## config.mk

```make
export PLATFORM = sky130hd
export DESIGN_NAME = pwm_peripheral
export DESIGN_NICKNAME = d
export VERILOG_FILES = /design/src/rtl/pwm_peripheral.sv
export SDC_FILE = /design/constraint.sdc
export NUM_CORES = 1
export LEC_CHECK = 0
export BUFFER_PORTS_ARGS = -buffer_cell sky130_fd_sc_hd__buf_2
export CORE_UTILIZATION = 36
export DETAILED_ROUTE_END_ITERATION = 10
export HOLD_SLACK_MARGIN = 0.1
export PLACE_DENSITY_LB_ADDON = 0.05
export SKIP_CTS_REPAIR_TIMING = 1
export SLEW_MARGIN = 40
export SYNTH_ARGS = -nofsm -noshare
export SYNTH_HDL_FRONTEND = slang
export SYNTH_SLANG_ARGS = --single-unit
```

## constraint.sdc

```tcl
create_clock -name clk -period 5 [get_ports clk]
set_input_delay 1 -clock clk [delete_from_list [all_inputs] [get_ports clk]]
set_output_delay 1 -clock clk [all_outputs]
set_load 0.02 [all_outputs]
```

## src/rtl/pwm_peripheral.sv

```systemverilog
// 16-pin PWM peripheral fed by the SPI register file: resync + stability filter, prescaled 8-bit PWM engine.
// Optional build macro PWM_SHADOW_DUTY_EN makes duty changes take effect only at frame boundaries.
module pwm_peripheral #(
    parameter int CLK_DIV     = 3000,
    parameter int SYNC_STAGES = 2
) (
    input  logic        clk,
    input  logic        rst,
    input  logic [15:0] en_out,
    input  logic [15:0] en_pwm,
    input  logic [7:0]  duty,
    output logic [15:0] out,
    output logic        frame_start
);

    localparam int CFG_W = 40;

    logic [CFG_W-1:0] sync_q [SYNC_STAGES];
    logic [CFG_W-1:0] sync_last;
    logic             cfg_eq;
    logic             stable_q;
    logic             adopt;
    logic [15:0]      cfg_en_out;
    logic [15:0]      cfg_en_pwm;
    logic [7:0]       active_duty;
    logic [15:0]      presc;
    logic             tick;
    logic [7:0]       pwm_cnt;
    logic             wrap;
    logic             level;

    always_ff @(posedge clk or posedge rst) begin
        if (rst) begin
            for (int i = 0; i < SYNC_STAGES; i++) begin
                sync_q[i] <= '0;
            end
        end else begin
            sync_q[0] <= {en_out, en_pwm, duty};
            for (int i = 1; i < SYNC_STAGES; i++) begin
                sync_q[i] <= sync_q[i-1];
            end
        end
    end

    // A sample is adopted only after the last two stages have matched on two consecutive clocks,
    // so a register caught mid-write by the SPI side never reaches the pins.
    assign sync_last = sync_q[SYNC_STAGES-1];
    assign cfg_eq    = (sync_q[SYNC_STAGES-1] == sync_q[SYNC_STAGES-2]);
    assign adopt     = cfg_eq && stable_q;

    always_ff @(posedge clk or posedge rst) begin
        if (rst) begin
            stable_q   <= 1'b0;
            cfg_en_out <= '0;
            cfg_en_pwm <= '0;
        end else begin
            stable_q <= cfg_eq;
            if (adopt) begin
                cfg_en_out <= sync_last[39:24];
                cfg_en_pwm <= sync_last[23:8];
            end
        end
    end

    assign tick = (presc == 16'(CLK_DIV - 1));
    assign wrap = tick && (pwm_cnt == 8'hFF);

    always_ff @(posedge clk or posedge rst) begin
        if (rst) begin
            presc       <= '0;
            pwm_cnt     <= '0;
            frame_start <= 1'b0;
        end else begin
            presc       <= tick ? 16'd0 : presc + 16'd1;
            frame_start <= wrap;
            if (tick) begin
                pwm_cnt <= pwm_cnt + 8'd1;
            end
        end
    end

`ifdef PWM_SHADOW_DUTY_EN
    logic [7:0] cfg_duty;

    // Adopted duty waits in a shadow register; a value adopted on the wrap clock goes straight in.
    always_ff @(posedge clk or posedge rst) begin
        if (rst) begin
            cfg_duty    <= '0;
            active_duty <= '0;
        end else begin
            if (adopt) begin
                cfg_duty <= sync_last[7:0];
            end
            if (wrap) begin
                active_duty <= adopt ? sync_last[7:0] : cfg_duty;
            end
        end
    end
`else
    always_ff @(posedge clk or posedge rst) begin
        if (rst) begin
            active_duty <= '0;
        end else if (adopt) begin
            active_duty <= sync_last[7:0];
        end
    end
`endif

    // Full-scale duty is special-cased so the pin stays high through count 255 and the wrap.
    always_comb begin
        level = 1'b0;
        if (active_duty == 8'hFF) begin
            level = 1'b1;
        end else if (active_duty != 8'h00) begin
            level = (pwm_cnt < active_duty);
        end
    end

    always_ff @(posedge clk or posedge rst) begin
        if (rst) begin
            out <= '0;
        end else begin
            out <= cfg_en_out & (~cfg_en_pwm | {16{level}});
        end
    end

endmodule
```

==> results of run 1 <==
[per-layer routing]
metal	part of all wire	global-route usage	wire, um
met5	0	0	0
met4	0.019	0.0698	207
met3	0.030	0.0382	327
met2	0.45	0.203	4910
met1	0.50	0.193	5430
[sequential cells by signal, summed over array words and instances (netlist names)]
signal / cells
active_duty: 8
cfg_en_out: 16
cfg_en_pwm: 16
frame_start: 1
out: 16
presc: 16
pwm_cnt: 8
stable_q: 1
sync_last: 40
sync_q: 40
[critical path: stages (launching register included)]
cell and delay, ns:
dfrtp_1 0.39, xor2_1 0.18, nor4_1 0.41, nand4_1 0.19
or3_1 0.38, or3_2 0.76, buf_4 0.39, mux2_4 0.34
[where the power goes]
group / switching, mW / total, mW / internal, mW
registers: 0.0238 / 1.37 / 1.34
logic: 0.0440 / 0.0756 / 0.0316
clock network: 0.520 / 1.35 / 0.832
total: 0.588 / 2.80 / 2.21
[final cells by class]
type / count / area [um^2]
timing repair buffer: 63 / 353
clock inverter: 14 / 189
tap: 216 / 270
inverter: 28 / 109
sequential: 162 / 4050
fill: 1497 / 8940
clock buffer: 18 / 429
multi-input combinational: 201 / 1780
[cell families after synthesis]
family / synth area share
AOI/OAI and AO/OA: 0.0253
xor gates and xnor gates: 0.0872
adders and majority gates: 0.0187
buffers and inverters: 0.0351
DFF: 0.672
muxes: 0.101
and+or+nand+nor: 0.0598
[metrics by stage]
stage	power (mW)	utilization	setup slack [ns]
after global placement	1.47	0.406	1.81
final	2.80	0.445	1.83
after global routing	2.90	0.445	1.63
after detailed placement	1.47	0.407	1.80
after floorplan	1.43	-	1.94
after CTS	2.84	0.445	1.80
[cell usage in the layout, fill, tap and decap left out, types with 2 or more instances in the layout]
| cell type | count |
|---|---|
| a21o_1 | 2 |
| a21oi_1 | 4 |
| a31oi_1 | 16 |
| buf_12 | 2 |
| buf_2 | 58 |
| buf_4 | 3 |
| bufinv_16 | 4 |
| clkbuf_16 | 17 |
| clkinv_2 | 3 |
| clkinvlp_4 | 7 |
| dfrtp_1 | 162 |
| ha_1 | 9 |
| inv_1 | 27 |
| mux2_4 | 40 |
| nand2_1 | 9 |
| nand3_1 | 3 |
| nand4_1 | 14 |
| nor2_1 | 15 |
| nor2b_1 | 2 |
| nor4_1 | 10 |
| o21ai_0 | 2 |
| or3_1 | 2 |
| or4_1 | 3 |
| xnor2_1 | 18 |
| xor2_1 | 42 |
[final timing paths]
kind	cells after the start	slack, ns	start	end
worst min register to register	0	0.39	sync_q[47]	sync_last[7]
max in group asynchronous	4	3.29	rst	sync_q[62]
min in group asynchronous	2	0.60	rst	sync_last[23]
worst max-delay path	7	1.83	sync_q[62]	active_duty[5]
worst max register to register	7	1.83	sync_q[62]	active_duty[5]
worst min-delay path	0	0.39	sync_q[47]	sync_last[7]
==> impl_metrics.tcl, run 1 <==
set metrics [dict create \
    path_class "reg2reg" \
    holdWs_ns 0.389 \
    placementRows 46 \
    syn_area_mm2 0.00603 \
    instances_no_fill 702 \
    yosys_register_bits 162 \
    vias 3160 \
    fmax_mhz 315 \
    finClkSkew_ns 0.00911 \
    start_kind "register" \
    synthFlopType "dfrtp_1" \
    clk-insertion-delay-late_ns 0.43 \
    synth_area_leader_cell "dfrtp_1" \
    grt_remaining_overflow 0 \
    status "finished clean" \
    async_flop_share 1.00 \
    drt-total-wl_mm 10.9 \
    period_share 0.635 \
    synth_cell_types 31 \
    die_x_um 131 \
    tightest_slew_ns 0.766 \
    dp.cells 670 \
    first_global_vias 3411 \
    avgViaCountPerCell 4.50 \
    post-route-min-period_ns 3.17 \
    clock_path_buffers 2 \
    cts_tree "done" \
    leakage_nw 3.47 \
    clk_pin_slew_ns 0.06 \
    start_util 0.374 \
    netlist_top_cells_count "dfrtp_1, xor2_1, mux2_4, inv_1, xnor2_1" \
    setup_viol 0 \
    maxCapViolCount 0 \
    wire_per_inst_um 15.5 \
    drcViolationCount 0 \
    crit_path_max_fanout 21 \
    synth_top_area_share 0.672 \
    yosysMostFrequentCell "dfrtp_1" \
    clock-sinks 162 \
    synth_edf_count 0 \
    drt-pass1-iter-count 4 \
    place_area_mm2 0.00656 \
    critPathArrivalTime_ns 3.48 \
    die_h_um 131 \
    syn-num-nets 451 \
    yosys_warnings 0 \
    vdd_drop_max_mv 0.267 \
    area_growth_pct 19.1 \
    synthCells 400 \
    grt.total_usage 0.140 \
    power.density_mw_per_mm2 389 \
    drive_gt1_frac 0.284 \
    tns_ns 0 \
    layout.nets 524 \
    core_area_mm2 0.0161 \
    endpoint_kind "register" \
    max-slew-margin-rel 0.484 \
    drv_slew 0 \
    hold_viol_final 0 \
    dieArea_mm2 0.0173 \
    grt_antenna_before_repair 0 \
    dr.first_iter.drc_count 147 \
    cts_root_buf "clkbuf_16" \
    seq_area_frac_synth 0.672 \
    grt_setup_unrepaired "false" \
    portBuffers 58 \
    grt_max_degree 75 \
    avgSynthCellArea_um2 15.1 \
    stdcell_area_mm2 0.00718 \
    pin_count 59 \
    dp.final_hpwl_mm 7.26 \
    hold_path_class "reg2reg" \
    cts_inserted_buffers 17 \
    crit_required_ns 5.30 \
    ant_nets 0 \
    synth.area.top_cells "dfrtp_1, mux2_4, xor2_1" \
    grt_first_pass_wirelength_mm 18.2 \
    htree_levels 4 \
    diodes 0 \
    globalplace.congestion 0.711 \
]
No activity file was read; power rests on OpenSTA's default activity.
==> run 2: changes to the inputs <==
==> constraint.sdc (replaced) <==
create_clock -name clk -period 2.8 [get_ports clk]
set_input_delay 0.56 -clock clk [delete_from_list [all_inputs] [get_ports clk]]
set_output_delay 0.56 -clock clk [all_outputs]
set_load 0.02 [all_outputs]
==> impl_metrics.tcl, run 2 (synthesis gave the netlist of run 1 again) <==
set metrics [dict create \
    path_delay_family "simple AND/OR/NAND/NOR gates" \
    grt_first_pass_wirelength_mm 18.1 \
    most-common-layout-cells "dfrtp_1, buf_2, xor2_1" \
    clock-sinks 162 \
    maxCapViolCount 0 \
    cts_root_buf "clkbuf_16" \
    drcViolationCount 0 \
    start_kind "register" \
    leakage_nw 3.51 \
    clk-insertion-delay-late_ns 0.42 \
    r2r_slack_ns 0.12 \
    pin_count 59 \
    endpoint_kind "register" \
    comb_power_share 0.027 \
    tns_ns 0 \
    hold_path_class "in2reg" \
    start_util 0.374 \
    hold-path-cell-count 1 \
    critPathArrivalTime_ns 2.99 \
    p_switching_mw 1.03 \
    drt-total-wl_mm 10.6 \
    dr.first_iter.drc_count 99 \
    grt_remaining_overflow 0 \
    grt_max_degree 100 \
    crit_required_ns 3.10 \
    switching_share 0.209 \
    status "finished clean" \
    clk_pin_slew_ns 0.06 \
    critical_path.max_stage_delay_ns 0.49 \
    final_common_cell "dfrtp_1" \
    fmax_mhz 373 \
    ant_nets 0 \
    drt-pass1-iter-count 4 \
    cts_inserted_buffers 17 \
    drv_slew 0 \
    grt_antenna_before_repair 0 \
    portBuffers 58 \
    p_total_mw 4.90 \
    die_x_um 131 \
    post-route-min-period_ns 2.68 \
    power_frac_seq 0.499 \
    drive_gt1_frac 0.290 \
    htree_levels 4 \
    dieArea_mm2 0.0173 \
    timing.rr.start "sync_q[52]" \
    dp.final_hpwl_mm 7.18 \
    min_to "sync_q[70]" \
    die_h_um 131 \
    multi_input_area_mm2 0.00176 \
    diodes 0 \
    finClkSkew_ns 0.00968 \
    period_share 0.958 \
    wire_per_inst_um 15.0 \
    vdd_drop_max_mv 0.429 \
    regArea_mm2 0.00405 \
    stdcell_area_mm2 0.00720 \
    max-slew-margin-rel 0.496 \
    grt_setup_unrepaired "false" \
    path_class "reg2reg" \
    crit_path_top_delay_cell "or3_2" \
    path_buf_inv 1 \
    hold_viol_final 0 \
    placementRows 46 \
    clock_path_buffers 2 \
    setup_viol 0 \
    pwr-share-clk 0.474 \
    layout.nets 528 \
    intPower_mw 3.88 \
    grt.total_usage 0.137 \
    tightest_slew_ns 0.755 \
    place_area_mm2 0.00659 \
    cts_tree "done" \
    power.density_mw_per_mm2 681 \
    first_global_vias 3400 \
    hold_start "en_out[6]" \
    r2r_cells 7 \
    r2r_end "cfg_en_pwm[8]" \
    avgViaCountPerCell 4.44 \
    crit_path_max_fanout 22 \
    fillers 1464 \
    vias 3132 \
    globalplace.congestion 0.709 \
    area_growth_pct 19.4 \
    crit_chain "xor2_1, nor4_1, nand4_1, or3_1, or3_2, buf_12, mux2_4" \
    core_area_mm2 0.0161 \
]
==> run 2: cell types whose count changed in the layout (fill, tap and decap cells not counted), sizes merged <==
| cell | delta |
|---|---|
| buf | +4 |
| bufinv | -1 |
| clkinv | +4 |
| clkinvlp | -3 |
==> run 2: how the worst max path moves through the flow <==
stage	startpoint	endpoint	slack (ns)	depth (start not counted)
2_1_floorplan	rst	active_duty[0]	0.18	1
3_3_place_gp	sync_last[12]	active_duty[2]	0.18	7
3_5_place_dp	sync_last[12]	cfg_en_pwm[5]	0.14	7
4_1_cts	sync_last[12]	cfg_en_pwm[8]	0.14	7
5_1_grt	sync_last[12]	cfg_en_out[4]	0.009	7
6_report	sync_q[52]	cfg_en_pwm[8]	0.12	7
==> run 2: area by class of cell <==
type / count / area share
clock buffers: 18 / 0.0610
clock inverters: 14 / 0.0228
inverters: 28 / 0.0151
multi-input cells: 201 / 0.245
flip-flops and latches: 162 / 0.563
well taps: 216 / 0.0376
repair buffers: 67 / 0.0549
==> run 2: metal layers <==
metal	routed length [um]	track usage
met3	380	0.0455
met2	4900	0.205
met5	0	0
met1	5200	0.188
met4	123	0.0446
==> run 2: per-stage QoR <==
step | setup slack, ns | cells | utilization | hold slack [ns]
floorplan | 0.183 | 400 | - | 0.372
global placement | 0.176 | 674 | 0.409 | 0.379
detailed placement | 0.143 | 674 | 0.409 | 0.379
CTS | 0.136 | 706 | 0.447 | 0.221
global route | 0.00859 | 706 | 0.447 | 0.214
finish | 0.116 | 706 | 0.447 | 0.242
==> run 2: power groups by stage <==
stage	sequential, mW	combinational (mW)	clock [mW]
2_1_floorplan	2.48	0.0770	0
3_3_place_gp	2.49	0.141	0
3_5_place_dp	2.49	0.142	0
4_1_cts	2.45	0.143	2.42
5_1_grt	2.45	0.157	2.51
6_report	2.44	0.134	2.32
==> run 3: changes to the inputs <==
--- a/config.mk
+++ b/config.mk
@@ -6,6 +6,8 @@
 export NUM_CORES = 1
 export LEC_CHECK = 0
 export BUFFER_PORTS_ARGS = -buffer_cell sky130_fd_sc_hd__buf_2
+export CELL_PAD_IN_SITES_DETAIL_PLACEMENT = 1
+export CELL_PAD_IN_SITES_GLOBAL_PLACEMENT = 2
 export CORE_UTILIZATION = 36
 export DETAILED_ROUTE_END_ITERATION = 10
 export HOLD_SLACK_MARGIN = 0.1
==> impl_metrics.tcl, run 3 (synthesis gave the netlist of run 1 again) <==
set metrics [dict create \
    finClkSkew_ns 0.00748 \
    grt_setup_unrepaired "false" \
    clock_path_buffers 2 \
    status "finished clean" \
    r2r_slack_ns 0.16 \
    avgViaCountPerCell 4.59 \
    wl_met3_um 442 \
    holdWs_ns 0.241 \
    path_class "reg2reg" \
    stdcell_area_mm2 0.00728 \
    drt-total-wl_mm 11.7 \
    vdd_drop_max_mv 0.474 \
    clk-insertion-delay-late_ns 0.42 \
    power.density_mw_per_mm2 721 \
    place_ws_ns -0.00194 \
    endpoint_kind "register" \
    drcViolationCount 0 \
    switching_share 0.203 \
    grt_antenna_before_repair 0 \
    drt-pass1-iter-count 4 \
    critPathArrivalTime_ns 2.94 \
    final_common_cell "dfrtp_1" \
    globalplace.congestion 0.698 \
    clock-sinks 162 \
    hold_viol_final 0 \
    drv_slew 0 \
    core_area_mm2 0.0161 \
    dieArea_mm2 0.0173 \
    period_share 0.942 \
    grt_max_degree 105 \
    intPower_mw 4.18 \
    htree_levels 4 \
    die_h_um 131 \
    post-route-min-period_ns 2.64 \
    start_kind "register" \
    hold_path_class "in2async" \
    placementRows 46 \
    wire_per_inst_um 16.6 \
    route.met2.wl_mm 5.45 \
    drive_gt1_frac 0.293 \
    vias 3243 \
    setup_viol 0 \
    crit_required_ns 3.10 \
    timing.rr.start "sync_q[47]" \
    r2r_end "cfg_en_out[10]" \
    p_switching_mw 1.07 \
    fillers 1631 \
    layout_setup_ws_ns 0.164 \
    cts_inserted_buffers 17 \
    fmax_mhz 379 \
    portBuffers 58 \
    tightest_slew_ns 0.804 \
    clk_pin_slew_ns 0.06 \
    diodes 0 \
    maxCapViolCount 0 \
    area_growth_pct 20.7 \
    highest_layer "met4" \
    ant_nets 0 \
    power_frac_seq 0.466 \
    grt_remaining_overflow 0 \
    post-route-util 0.452 \
    grt_first_pass_wirelength_mm 20.1 \
    max-slew-margin-rel 0.464 \
    start_util 0.374 \
    pwr-share-clk 0.508 \
    met1_length_mm 5.70 \
    cts_root_buf "clkbuf_16" \
    comb_power_share 0.026 \
    leakage_nw 3.55 \
    first_global_vias 3717 \
    crit_path_max_fanout 19 \
    pin_count 59 \
    layout.nets 529 \
    place_area_mm2 0.00659 \
    grt.total_usage 0.153 \
    p_total_mw 5.25 \
    r2r_cells 7 \
    die_x_um 131 \
    dp.final_hpwl_mm 7.76 \
    dr.first_iter.drc_count 168 \
    cts_tree "done" \
    most-common-layout-cells "dfrtp_1, buf_2, xor2_1" \
]
[run 3: layer usage]
layer	up-vias	track usage
li1	1510	-
met1	1666	0.209
met2	53	0.230
met3	14	0.0467
met4	0	0.0562
met5	-	0
[run 3: power by group through the flow]
| stage | Clock [mW] | Sequential, mW | Combinational, mW |
|---|---|---|---|
| after floorplan | 0 | 2.48 | 0.0770 |
| after global placement | 0 | 2.49 | 0.142 |
| after detailed placement | 0 | 2.49 | 0.144 |
| after CTS | 2.74 | 2.45 | 0.146 |
| after global routing | 2.84 | 2.45 | 0.161 |
| final | 2.66 | 2.44 | 0.139 |
[run 3: worst max-delay path by stage]
stage,startpoint,to,slack [ns]
floorplan,rst,active_duty[0],0.18
global placement,sync_q[54],cfg_en_out[5],0.07
detailed placement,sync_q[54],cfg_en_out[10],-0.002
CTS,sync_q[54],cfg_en_out[10],-0.02
global route,sync_q[52],cfg_en_out[15],0.06
finish,sync_q[47],cfg_en_out[10],0.16
[run 3: worst max-delay path, cell delays in order, from the launching register on]
cell and delay (ns):
dfrtp_1 0.40, xor2_1 0.17, nor4_1 0.47, buf_4 0.19, nand4_1 0.15, or3_2 0.52, buf_4 0.27, mux2_4 0.34
[run 3: through the flow]
step                      cells  TNS (ns)
after floorplan             400         0
after global placement      675         0
after detailed placement    675  -0.00194
after CTS                   707   -0.0995
after global routing        707         0
final                       707         0
[run 3: layout make-up]
type / count / area, um^2 / area share
clock inverters: 13 / 231 / 0.0318
clock buffers: 19 / 453 / 0.0622
multi-input cells: 201 / 1770 / 0.243
flip-flops and latches: 162 / 4050 / 0.557
repair buffers: 68 / 390 / 0.0536
well taps: 216 / 270 / 0.0371
inverters: 28 / 109 / 0.0150
